<file path="src/rtl/ddr3_cmd_pkg.sv">
// Shared state encoding, DDR3 command encodings ({CS,RAS,CAS,WE}) and delay
// helpers for the DDR3 power-up initialisation sequencer.
package ddr3_cmd_pkg;

  localparam int CNT_W = 24;

  typedef enum logic [3:0] {
    IDLE,
    RST_HOLD,
    CKE_WAIT,
    XPR_WAIT,
    MRS2,
    MRS3,
    MRS1,
    MRS0,
    MOD_WAIT,
    ZQCL,
    ZQ_WAIT,
    DONE
  } initState_e;

  localparam logic [3:0]  CMD_DESEL = 4'b1111;
  localparam logic [3:0]  CMD_NOP   = 4'b0111;
  localparam logic [3:0]  CMD_MRS   = 4'b0000;
  localparam logic [3:0]  CMD_ZQCL  = 4'b0110;
  localparam logic [14:0] ZQCL_ADDR = 15'h0400;

  // A state lasting cyc cycles loads cyc-1; a zero length is stretched to one cycle.
  function automatic logic [CNT_W-1:0] cycLoad(input int unsigned cyc);
    int unsigned v;
    v = (cyc <= 1) ? 0 : cyc - 1;
    return v[CNT_W-1:0];
  endfunction

endpackage

</file>
<file path="src/rtl/init_delay_counter.sv">
// Single down counter shared by every timed wait of the DDR3 init sequencer.
// expire is high whenever the count has run down to zero.
module init_delay_counter
  import ddr3_cmd_pkg::*;
(
  input  logic             sysclk,
  input  logic             rst_n,
  input  logic             load,
  input  logic [CNT_W-1:0] value,
  output logic             expire
);

  localparam logic [CNT_W-1:0] CntOne = {{(CNT_W-1){1'b0}}, 1'b1};

  logic [CNT_W-1:0] count_q;

  always_ff @(posedge sysclk or negedge rst_n) begin
    if (!rst_n) begin
      count_q <= '0;
    end else if (load) begin
      count_q <= value;
    end else if (count_q != '0) begin
      count_q <= count_q - CntOne;
    end
  end

  assign expire = (count_q == '0);

endmodule

</file>
<file path="src/rtl/ddr3_init_sequencer.sv">
// DDR3 power-up sequencer: reset hold, CKE enable, MR2/MR3/MR1/MR0 loads, then done.
// Define DDR3_INIT_ZQCL_EN to append a ZQCL calibration and tZQinit wait before done.
module ddr3_init_sequencer
  import ddr3_cmd_pkg::*;
#(
  parameter int unsigned T_RESET_CYC  = 40000,
  parameter int unsigned T_CKE_CYC    = 100000,
  parameter int unsigned T_XPR_CYC    = 32,
  parameter int unsigned T_MRD_CYC    = 4,
  parameter int unsigned T_MOD_CYC    = 12,
  parameter int unsigned T_ZQINIT_CYC = 512,
  parameter logic [14:0] MR0_VAL      = 15'h0520,
  parameter logic [14:0] MR1_VAL      = 15'h0004,
  parameter logic [14:0] MR2_VAL      = 15'h0000,
  parameter logic [14:0] MR3_VAL      = 15'h0000
) (
  input  logic        sysclk,
  input  logic        rst_n,
  input  logic        start,
  output logic        busy,
  output logic        init_done,
  output logic        RESET_DRAM,
  output logic        CKE,
  output logic        CS,
  output logic        RAS,
  output logic        CAS,
  output logic        WE,
  output logic [14:0] Addr_out,
  output logic [2:0]  BA_out
);

  localparam int unsigned T_MOD_EFF = (T_MOD_CYC == 0) ? 1 : T_MOD_CYC;
  localparam int unsigned T_ZQ_EFF  = (T_ZQINIT_CYC == 0) ? 1 : T_ZQINIT_CYC;

  // MR0 and ZQCL occupy one cycle each, so their follow-on waits cover the rest.
  localparam logic [CNT_W-1:0] LD_RESET = cycLoad(T_RESET_CYC);
  localparam logic [CNT_W-1:0] LD_CKE   = cycLoad(T_CKE_CYC);
  localparam logic [CNT_W-1:0] LD_XPR   = cycLoad(T_XPR_CYC);
  localparam logic [CNT_W-1:0] LD_MRD   = cycLoad(T_MRD_CYC);
  localparam logic [CNT_W-1:0] LD_MODW  = cycLoad(T_MOD_EFF - 1);
  localparam logic [CNT_W-1:0] LD_ZQW   = cycLoad(T_ZQ_EFF - 1);

`ifdef DDR3_INIT_ZQCL_EN
  localparam initState_e AFTER_MOD = ZQCL;
`else
  localparam initState_e AFTER_MOD = DONE;
`endif

  initState_e       state_q;
  initState_e       state_d;
  logic             cntLoad;
  logic [CNT_W-1:0] cntValue;
  logic             cntExpire;

  init_delay_counter u_delay (
    .sysclk (sysclk),
    .rst_n  (rst_n),
    .load   (cntLoad),
    .value  (cntValue),
    .expire (cntExpire)
  );

  always_comb begin
    state_d = state_q;
    case (state_q)
      IDLE:     if (start)     state_d = RST_HOLD;
      RST_HOLD: if (cntExpire) state_d = CKE_WAIT;
      CKE_WAIT: if (cntExpire) state_d = XPR_WAIT;
      XPR_WAIT: if (cntExpire) state_d = MRS2;
      MRS2:     if (cntExpire) state_d = MRS3;
      MRS3:     if (cntExpire) state_d = MRS1;
      MRS1:     if (cntExpire) state_d = MRS0;
      MRS0:     if (cntExpire) state_d = (T_MOD_EFF > 1) ? MOD_WAIT : AFTER_MOD;
      MOD_WAIT: if (cntExpire) state_d = AFTER_MOD;
      ZQCL:     if (cntExpire) state_d = (T_ZQ_EFF > 1) ? ZQ_WAIT : DONE;
      ZQ_WAIT:  if (cntExpire) state_d = DONE;
      DONE:     state_d = DONE;
      default:  state_d = IDLE;
    endcase
  end

  // The counter is reloaded on every state change with the new state's length.
  always_comb begin
    cntLoad  = (state_d != state_q);
    cntValue = '0;
    case (state_d)
      RST_HOLD:         cntValue = LD_RESET;
      CKE_WAIT:         cntValue = LD_CKE;
      XPR_WAIT:         cntValue = LD_XPR;
      MRS2, MRS3, MRS1: cntValue = LD_MRD;
      MOD_WAIT:         cntValue = LD_MODW;
      ZQ_WAIT:          cntValue = LD_ZQW;
      default:          cntValue = '0;
    endcase
  end

  always_ff @(posedge sysclk or negedge rst_n) begin
    if (!rst_n) begin
      state_q           <= IDLE;
      RESET_DRAM        <= 1'b0;
      CKE               <= 1'b0;
      {CS, RAS, CAS, WE} <= CMD_DESEL;
      Addr_out          <= '0;
      BA_out            <= '0;
      busy              <= 1'b0;
      init_done         <= 1'b0;
    end else begin
      state_q    <= state_d;
      RESET_DRAM <= !(state_d inside {IDLE, RST_HOLD});
      CKE        <= !(state_d inside {IDLE, RST_HOLD, CKE_WAIT});
      busy       <= !(state_d inside {IDLE, DONE});
      init_done  <= (state_d == DONE);
      {CS, RAS, CAS, WE} <= CMD_NOP;
      Addr_out   <= '0;
      BA_out     <= '0;
      // Commands go out only on the entry cycle of their state.
      if (state_d inside {IDLE, RST_HOLD, CKE_WAIT}) begin
        {CS, RAS, CAS, WE} <= CMD_DESEL;
      end else if (cntLoad) begin
        case (state_d)
          MRS2: begin
            {CS, RAS, CAS, WE} <= CMD_MRS;
            Addr_out <= MR2_VAL;
            BA_out   <= 3'd2;
          end
          MRS3: begin
            {CS, RAS, CAS, WE} <= CMD_MRS;
            Addr_out <= MR3_VAL;
            BA_out   <= 3'd3;
          end
          MRS1: begin
            {CS, RAS, CAS, WE} <= CMD_MRS;
            Addr_out <= MR1_VAL;
            BA_out   <= 3'd1;
          end
          MRS0: begin
            {CS, RAS, CAS, WE} <= CMD_MRS;
            Addr_out <= MR0_VAL;
            BA_out   <= 3'd0;
          end
          ZQCL: begin
            {CS, RAS, CAS, WE} <= CMD_ZQCL;
            Addr_out <= ZQCL_ADDR;
          end
          default: ;
        endcase
      end
    end
  end

endmodule

</file>
<file path="config.mk">
export PLATFORM = sky130hd
export DESIGN_NAME = ddr3_init_sequencer
export DESIGN_NICKNAME = d
export VERILOG_FILES = /design/src/rtl/ddr3_cmd_pkg.sv /design/src/rtl/init_delay_counter.sv /design/src/rtl/ddr3_init_sequencer.sv
export SDC_FILE = /design/constraint.sdc
export NUM_CORES = 1
export LEC_CHECK = 0
export ABC_CLOCK_PERIOD_IN_PS = 5450
export BUFFER_PORTS_ARGS = -buffer_cell sky130_fd_sc_hd__buf_4
export CAP_MARGIN = 20
export CORE_ASPECT_RATIO = 2
export CORE_UTILIZATION = 60
export CTS_BUF_LIST = sky130_fd_sc_hd__clkbuf_16
export DETAILED_ROUTE_END_ITERATION = 16
export PLACE_DENSITY = 0.82
export SETUP_SLACK_MARGIN = 0.3
export SLEW_MARGIN = 20
export SYNTH_ARGS = -nofsm -noshare
export SYNTH_HDL_FRONTEND = slang
export SYNTH_SLANG_ARGS = --single-unit
</file>
<file path="constraint.sdc">
create_clock -name sysclk -period 5.45 [get_ports sysclk]
set_clock_uncertainty 0.05 [all_clocks]
set_input_delay 1.09 -clock sysclk [delete_from_list [all_inputs] [get_ports sysclk]]
set_output_delay 1.09 -clock sysclk [all_outputs]
set_load 0.01 [all_outputs]
</file>
==> results.toml, run 1 <==
[timing]
period_share_pct = 66.1
worst_pin_slew_ns = 0.599
slew_viol_final = 0
rsz0062_at_grt = "no"
slew_headroom_pct = 60.1
final_hold_viol_count = 0
fmax_mhz = 278
setup_viol = 0
fin_ws_ns = 1.85
period_needed_ns = 3.60
final.setup.tns_ns = 0

[power]
internal_power_mw = 0.776
ir_worst_vdd_mv = 0.243
cellLeakagePower_nw = 1.13
switching_share_pct = 28.4
seqPwrFrac_pct = 40.8
powerDensity_nw_per_um2 = 409
p_switching_mw = 0.308
p_total_mw = 1.08
power_frac_comb_pct = 20.3
clkPwrFrac_pct = 38.9

[critical_path]
critPathMaxFanout = 9
max_stage_delay_ns = 0.49
crit_type = "reg2reg"
crit_arrival_ns = 3.75
crit_chain = "inv_1, ha_1, or4b_1, nor4_4, and2_1, nor2_1, o21ai_1, o21ai_0, a31o_1, ha_1, mux2i_1, nor2_1, a311oi_1, o21ai_1, o21ai_0"
crit_path_top_delay_cell = "or4b_1"
worst-path-buf-inv = 1
worstPathRequired_ns = 5.59
end_kind = "register"
path_delay_family = "simple AND/OR/NAND/NOR gates"
startpoint_type = "register"

[cts]
clk_path_buf_depth = 2
cts_sinks = 40
clk_latency_ns = 0.28
clk_pin_slew_ns = 0.06
cts-buffers-inserted = 5
cts-resized-gates = 0
htreeDepth = 2
holdBufCountCts = 0
cts_setup_buffers = 0
root_buffer = "clkbuf_16"
cts_tree = "yes"

[detailed_routing]
drtIter0Drc = 58
wl_um = 4940
vias = 1723
remaining_drc_errors = 0
detail-route-antenna-nets = 0
wl_per_cell_um = 16.4
routed_via_density = 5.72
first_pass_iters = 4

[placement]
place_area_um2 = 2430
pre_cts_ws_ns = 1.94
gp_congestion = 0.869
dpl.hpwl_um = 3520
io_buffers = 16

[floorplan]
num_rows = 32
die_h_um = 90.9
start_util_pct = 62.3
dieArea_um2 = 4220
core_area_um2 = 3800
die_x_um = 46.4
num_io_pins = 29

[global_routing]
grt.met2_usage_pct = 43.2
gr-usage-met3_pct = 4.60
grt_use_met1_pct = 29.7
grt_use_total_pct = 26.4
grt_max_degree = 41
antenna_found_initial = 0
overflow = 0
top_usage_layer = "met2"
grt_pass1_wl_um = 8090
grt_pass1_vias = 1792

[worst_hold_path]
hold_class = "reg2reg"

[layout]
final_layout_size_suffix_gt1_share_pct = 21.2
final_nets = 258
fillers = 296
layout-area-overhead-vs-synth_pct = 11.8
utilization_pct = 69.7
diodes = 0
design_area_um2 = 2650
multiInputGateArea_um2 = 1220
register_area_um2 = 1000

[status]
status = "finished clean"

[synth]
ys_seq_elements = 40
synth_ff_type = "dfrtp_1"
synth_edf_count = 0
async_reset_ff_share_pct = 100
mappedNetlistArea_um2 = 2370
postSynthAreaPerCell_um2 = 9.92
ys.warnings.count = 0
syn_inst = 239
synth-seq-area-share_pct = 42.4
synth.distinct_cells = 59

[run]
maxCapViolCount = 0
## power by group through the flow
stage / registers, mW / logic [mW] / clock network [mW]
2_1_floorplan: 0.426 / 0.183 / 0
3_3_place_gp: 0.439 / 0.210 / 0
3_5_place_dp: 0.442 / 0.214 / 0
4_1_cts: 0.439 / 0.220 / 0.427
5_1_grt: 0.448 / 0.247 / 0.439
6_report: 0.442 / 0.220 / 0.422
## layout by cell type, fill, tap and decap left out, drive strengths merged, types with 7 or more instances in the layout
cell type,count
dfrtp,37
nor2,23
o21ai,19
xnor2,17
buf,16
nor3,14
nand2,13
conb,12
xor2,8
nor4,7
## worst min-delay path, stage by stage, from the launching register on
cell and delay (ns):
dfrtp_1 0.35, xnor2_1 0.08, nor2_1 0.07
## per-stage QoR
step,cells,hold WS [ns]
2_1_floorplan,250,0.452
3_3_place_gp,293,0.469
3_5_place_dp,293,0.480
4_1_cts,301,0.497
5_1_grt,301,0.518
6_report,301,0.490
## registers in the layout, summed over array words and instances, names as in the netlist
name             flops
Addr_out             3
BA_out               2
CAS                  1
CKE                  1
CS                   1
RESET_DRAM           1
WE                   1
busy                 1
init_done            1
state_q              4
u_delay.count_q     24
## per-layer routing
metal | vias to the layer above | part of all wire [%] | routed length (um)
li1 | 822 | - | -
met5 | - | 0 | 0
met4 | 0 | 3.0 | 148
met1 | 853 | 37 | 1820
met3 | 10 | 2.1 | 106
met2 | 38 | 58 | 2860
## final cells by class
type	instances	share of cell area, %
Clock buffer	5	4.72
Clock inverter	3	3.40
Inverter	6	0.850
Multi-Input combinational cell	180	46.2
Sequential cell	40	37.9
Tap cell	51	2.41
Timing Repair Buffer	16	4.53
## cells by family (layout without fill, tap and decap cells)
family | Yosys count | after routing | share of synthesized area, %
AOI/OAI and AO/OA | 41 | 41 | 11.5
xor gates and xnor gates | 25 | 25 | 9.24
adders and majority gates | 6 | 6 | 3.17
buffers and inverters | 30 | 30 | 7.71
DFF | 40 | 40 | 42.4
muxes | 2 | 2 | 0.845
other | 1 | 12 | 0.158
and+or+nand+nor | 94 | 94 | 25.0
## synthesized netlist by cell type (5+ instances only)
cell type	number	area [um2]
inv_1	5	18.8
o21ai_1	6	30.0
xnor2_1	17	149
nor3_1	9	45.0
or2_2	5	31.3
a21oi_1	5	25.0
nand2_1	12	45.0
nand2b_1	5	31.3
ha_1	6	75.1
and2_1	5	31.3
xor2_1	8	70.1
o21ai_0	12	60.1
buf_4	16	120
nor4_1	5	31.3
dfrtp_1	37	926
nor2_1	21	78.8
nand3_1	5	25.0
## path summary, 6_finish.rpt
| path | from | endpoint | slack (ns) | depth (start not counted) |
|---|---|---|---|---|
| setup / recovery | u_delay.count_q[0]$_DFFE_PN0P_ | u_delay.count_q[4]$_DFFE_PN0P_ | 1.85 | 15 |
| hold / removal | u_delay.count_q[18]$_DFFE_PN0P_ | u_delay.count_q[18]$_DFFE_PN0P_ | 0.49 | 2 |
| setup reg to reg | u_delay.count_q[0]$_DFFE_PN0P_ | u_delay.count_q[4]$_DFFE_PN0P_ | 1.85 | 15 |
| hold reg to reg | u_delay.count_q[18]$_DFFE_PN0P_ | u_delay.count_q[18]$_DFFE_PN0P_ | 0.49 | 2 |
| max in group asynchronous | rst_n | WE$_DFF_PN1_ | 4.27 | 1 |
| min in group asynchronous | rst_n | u_delay.count_q[22]$_DFFE_PN0P_ | 0.73 | 1 |
Power figures use the tool's default switching activity.
==> run 2: changes to the inputs <==
Settings changed: ABC_AREA from default to 1, ABC_CLOCK_PERIOD_IN_PS 5450 to 3100, CORE_UTILIZATION 60 to 53, PLACE_DENSITY 0.82 to 0.76.
Clock period 5.45 ns to 3.1 ns, I/O delays scaled along.
==> run 2 against run 1 <==
Power decreased by 5.1%; combinational power decreased by 92%; non-clock buffer count increased by 16; worst hold slack got worse by 0.24 ns; clock power increased by 16%; final cell count increased by 35%; clock-buffer cell count unchanged; setup slack got worse by 1.6 ns; wire length increased by 32%; via count increased by 31%; sequential power increased by 18%; synthesized cell count increased by 33%; critical path type unchanged.
==> results.toml, run 2 <==
[status]
status = "finished clean"

[global_routing]
overflow = 0
antenna_found_initial = 0
grt_max_degree = 41
grt_pass1_wl_um = 9470
grt_use_total_pct = 25.8
grt_pass1_vias = 2080

[placement]
gp_congestion = 0.903
dpl.hpwl_um = 4360
place_area_um2 = 2620
io_buffers = 16

[worst_hold_path]
hold_class = "in2async"

[floorplan]
num_rows = 35
die_x_um = 50.8
dieArea_um2 = 5060
start_util_pct = 54.9
core_area_um2 = 4600
die_h_um = 99.6
num_io_pins = 29

[cts]
cts_tree = "yes"
root_buffer = "clkbuf_16"
cts_sinks = 40
clk_pin_slew_ns = 0.06
cts-buffers-inserted = 5
clk_latency_ns = 0.29
clk_path_buf_depth = 2
htreeDepth = 2

[detailed_routing]
remaining_drc_errors = 0
first_pass_iters = 5
vias = 2260
routed_via_density = 5.57
wl_per_cell_um = 16.0
detail-route-antenna-nets = 0
drtIter0Drc = 77
wl_um = 6510

[power]
clkPwrFrac_pct = 47.4
switching_share_pct = 20.9
internal_power_mw = 0.813
powerDensity_nw_per_um2 = 350
ir_worst_vdd_mv = 0.377
seqPwrFrac_pct = 50.8
p_switching_mw = 0.215
cellLeakagePower_nw = 1.48
power_frac_comb_pct = 1.8

[critical_path]
max_stage_delay_ns = 0.40
critPathMaxFanout = 8
path_delay_family = "simple AND/OR/NAND/NOR gates"
crit_chain = "inv_1, ha_1, inv_1, nor2_1, nand2_1, nor2_4, nand3_4, buf_4, a21oi_2, nand3_2, buf_4, a21oi_4, nand2_8, nor2_4, buf_12, a21oi_1"
worstPathRequired_ns = 3.22
crit_arrival_ns = 3.00
crit_path_top_delay_cell = "dfrtp_1"
startpoint_type = "register"
worst-path-buf-inv = 5
end_kind = "register"
crit_type = "reg2reg"

[synth]
synth.distinct_cells = 37
ys_seq_elements = 40
mappedNetlistArea_um2 = 2520
postSynthAreaPerCell_um2 = 7.93
synth_edf_count = 0
synth_ff_type = "dfrtp_1"
synth_top_area_cell = "dfrtp_1"
synth_area_leaders = "dfrtp_1 37%, nand2_1 8.9%, nor2_1 6.8%, nand3_1 5.0%, inv_1 4.6%"
synth_most_common_cell = "nand2_1"
yosysTopAreaCellShare_pct = 36.7
async_reset_ff_share_pct = 100
ys.warnings.count = 0
syn_inst = 318
synth-seq-area-share_pct = 39.8
ys_top_cells_by_count = "60 x nand2_1, 46 x nor2_1, 37 x dfrtp_1, 31 x inv_1, 25 x nand3_1"

[layout]
diodes = 0
final_nets = 360
fillers = 396
layout_commonest_cell = "nand2_1"
regMostFlops = "u_delay.count_q"
largest_reg_flops = 24
design_area_um2 = 2940
layout_common_cells = "59 x nand2_1, 45 x nor2_1, 37 x dfrtp_1"
layout-area-overhead-vs-synth_pct = 16.5
top_regs = "u_delay.count_q x24, state_q x4, Addr_out x3"
final_layout_size_suffix_gt1_share_pct = 24.2

[timing]
period_share_pct = 92.9
slew_viol_final = 0
rsz0062_at_grt = "no"
fmax_mhz = 347
slew_headroom_pct = 66.3
period_needed_ns = 2.88
final_hold_viol_count = 0
setup_viol = 0
worst_pin_slew_ns = 0.505
final.setup.tns_ns = 0

[run]
maxCapViolCount = 0
[run 2: cell families (layout without fill, tap and decap cells)]
logic type      count (synthesis)  count (layout)  share of synthesized area, %
simple gates                  169             171                          32.2
buf+inv                        54              74                          11.5
flops                          40              40                          39.8
compound gates                 30              30                          7.14
xor+xnor                       18              18                          6.25
fa+ha+maj                       6               6                          2.98
other cells                     1              12                         0.149
[run 2: per-stage QoR]
stage | instances | setup slack [ns] | util, % | hold slack, ns | power (mW)
final | 406 | 0.220 | 63.9 | 0.247 | 1.03
after global placement | 384 | 0.476 | 56.9 | 0.441 | 0.550
after detailed placement | 384 | 0.357 | 56.9 | 0.477 | 0.550
after global routing | 406 | 0.111 | 63.9 | 0.303 | 1.05
after floorplan | 329 | 0.668 | - | 0.274 | 0.549
after CTS | 391 | 0.348 | 59.8 | 0.278 | 1.03
[run 2: final timing paths]
| kind | depth (start not counted) | startpoint | endpoint | slack [ns] |
|---|---|---|---|---|
| max in group asynchronous | 1 | rst_n | WE$_DFF_PN1_ | 2.37 |
| max reg2reg | 16 | u_delay.count_q[1]$_DFFE_PN0P_ | u_delay.count_q[5]$_DFFE_PN0P_ | 0.22 |
| max | 16 | u_delay.count_q[1]$_DFFE_PN0P_ | u_delay.count_q[5]$_DFFE_PN0P_ | 0.22 |
| min in group sysclk | 2 | u_delay.count_q[1]$_DFFE_PN0P_ | u_delay.count_q[1]$_DFFE_PN0P_ | 0.49 |
| min | 1 | rst_n | u_delay.count_q[15]$_DFFE_PN0P_ | 0.25 |
| min reg2reg | 2 | u_delay.count_q[1]$_DFFE_PN0P_ | u_delay.count_q[1]$_DFFE_PN0P_ | 0.49 |
[run 2: metal layers]
metal  track usage, %  part of all wire (%)
met1             23.9                    32
met2             48.2                    57
met3             4.74                   4.6
met4             17.5                   7.0
met5                0                     0
[run 2: power groups by stage]
stage | logic (mW) | registers [mW] | clock network [mW]
final | 0.0180 | 0.522 | 0.488
after global routing | 0.0220 | 0.522 | 0.511
after CTS | 0.0186 | 0.522 | 0.492
after detailed placement | 0.0186 | 0.532 | 0
after global placement | 0.0185 | 0.532 | 0
after floorplan | 0.0175 | 0.532 | 0
[run 2: area by class of cell]
| class | count | area, um2 | area share, % |
|---|---|---|---|
| sequential | 40 | 1000 | 34.2 |
| clock inverter | 2 | 8.76 | 0.298 |
| clock buffer | 5 | 125 | 4.26 |
| inverter | 35 | 131 | 4.47 |
| tap | 55 | 68.8 | 2.34 |
| timing repair buffer | 32 | 267 | 9.07 |
| multi-input combinational | 237 | 1330 | 45.4 |
[run 2: repair_timing]
action                                  in CTS  in global routing
hold buffers                                 0                  0
resized for setup                            0                 13
endpoints found under the setup margin       0                 15
buffers inserted                             0                 12
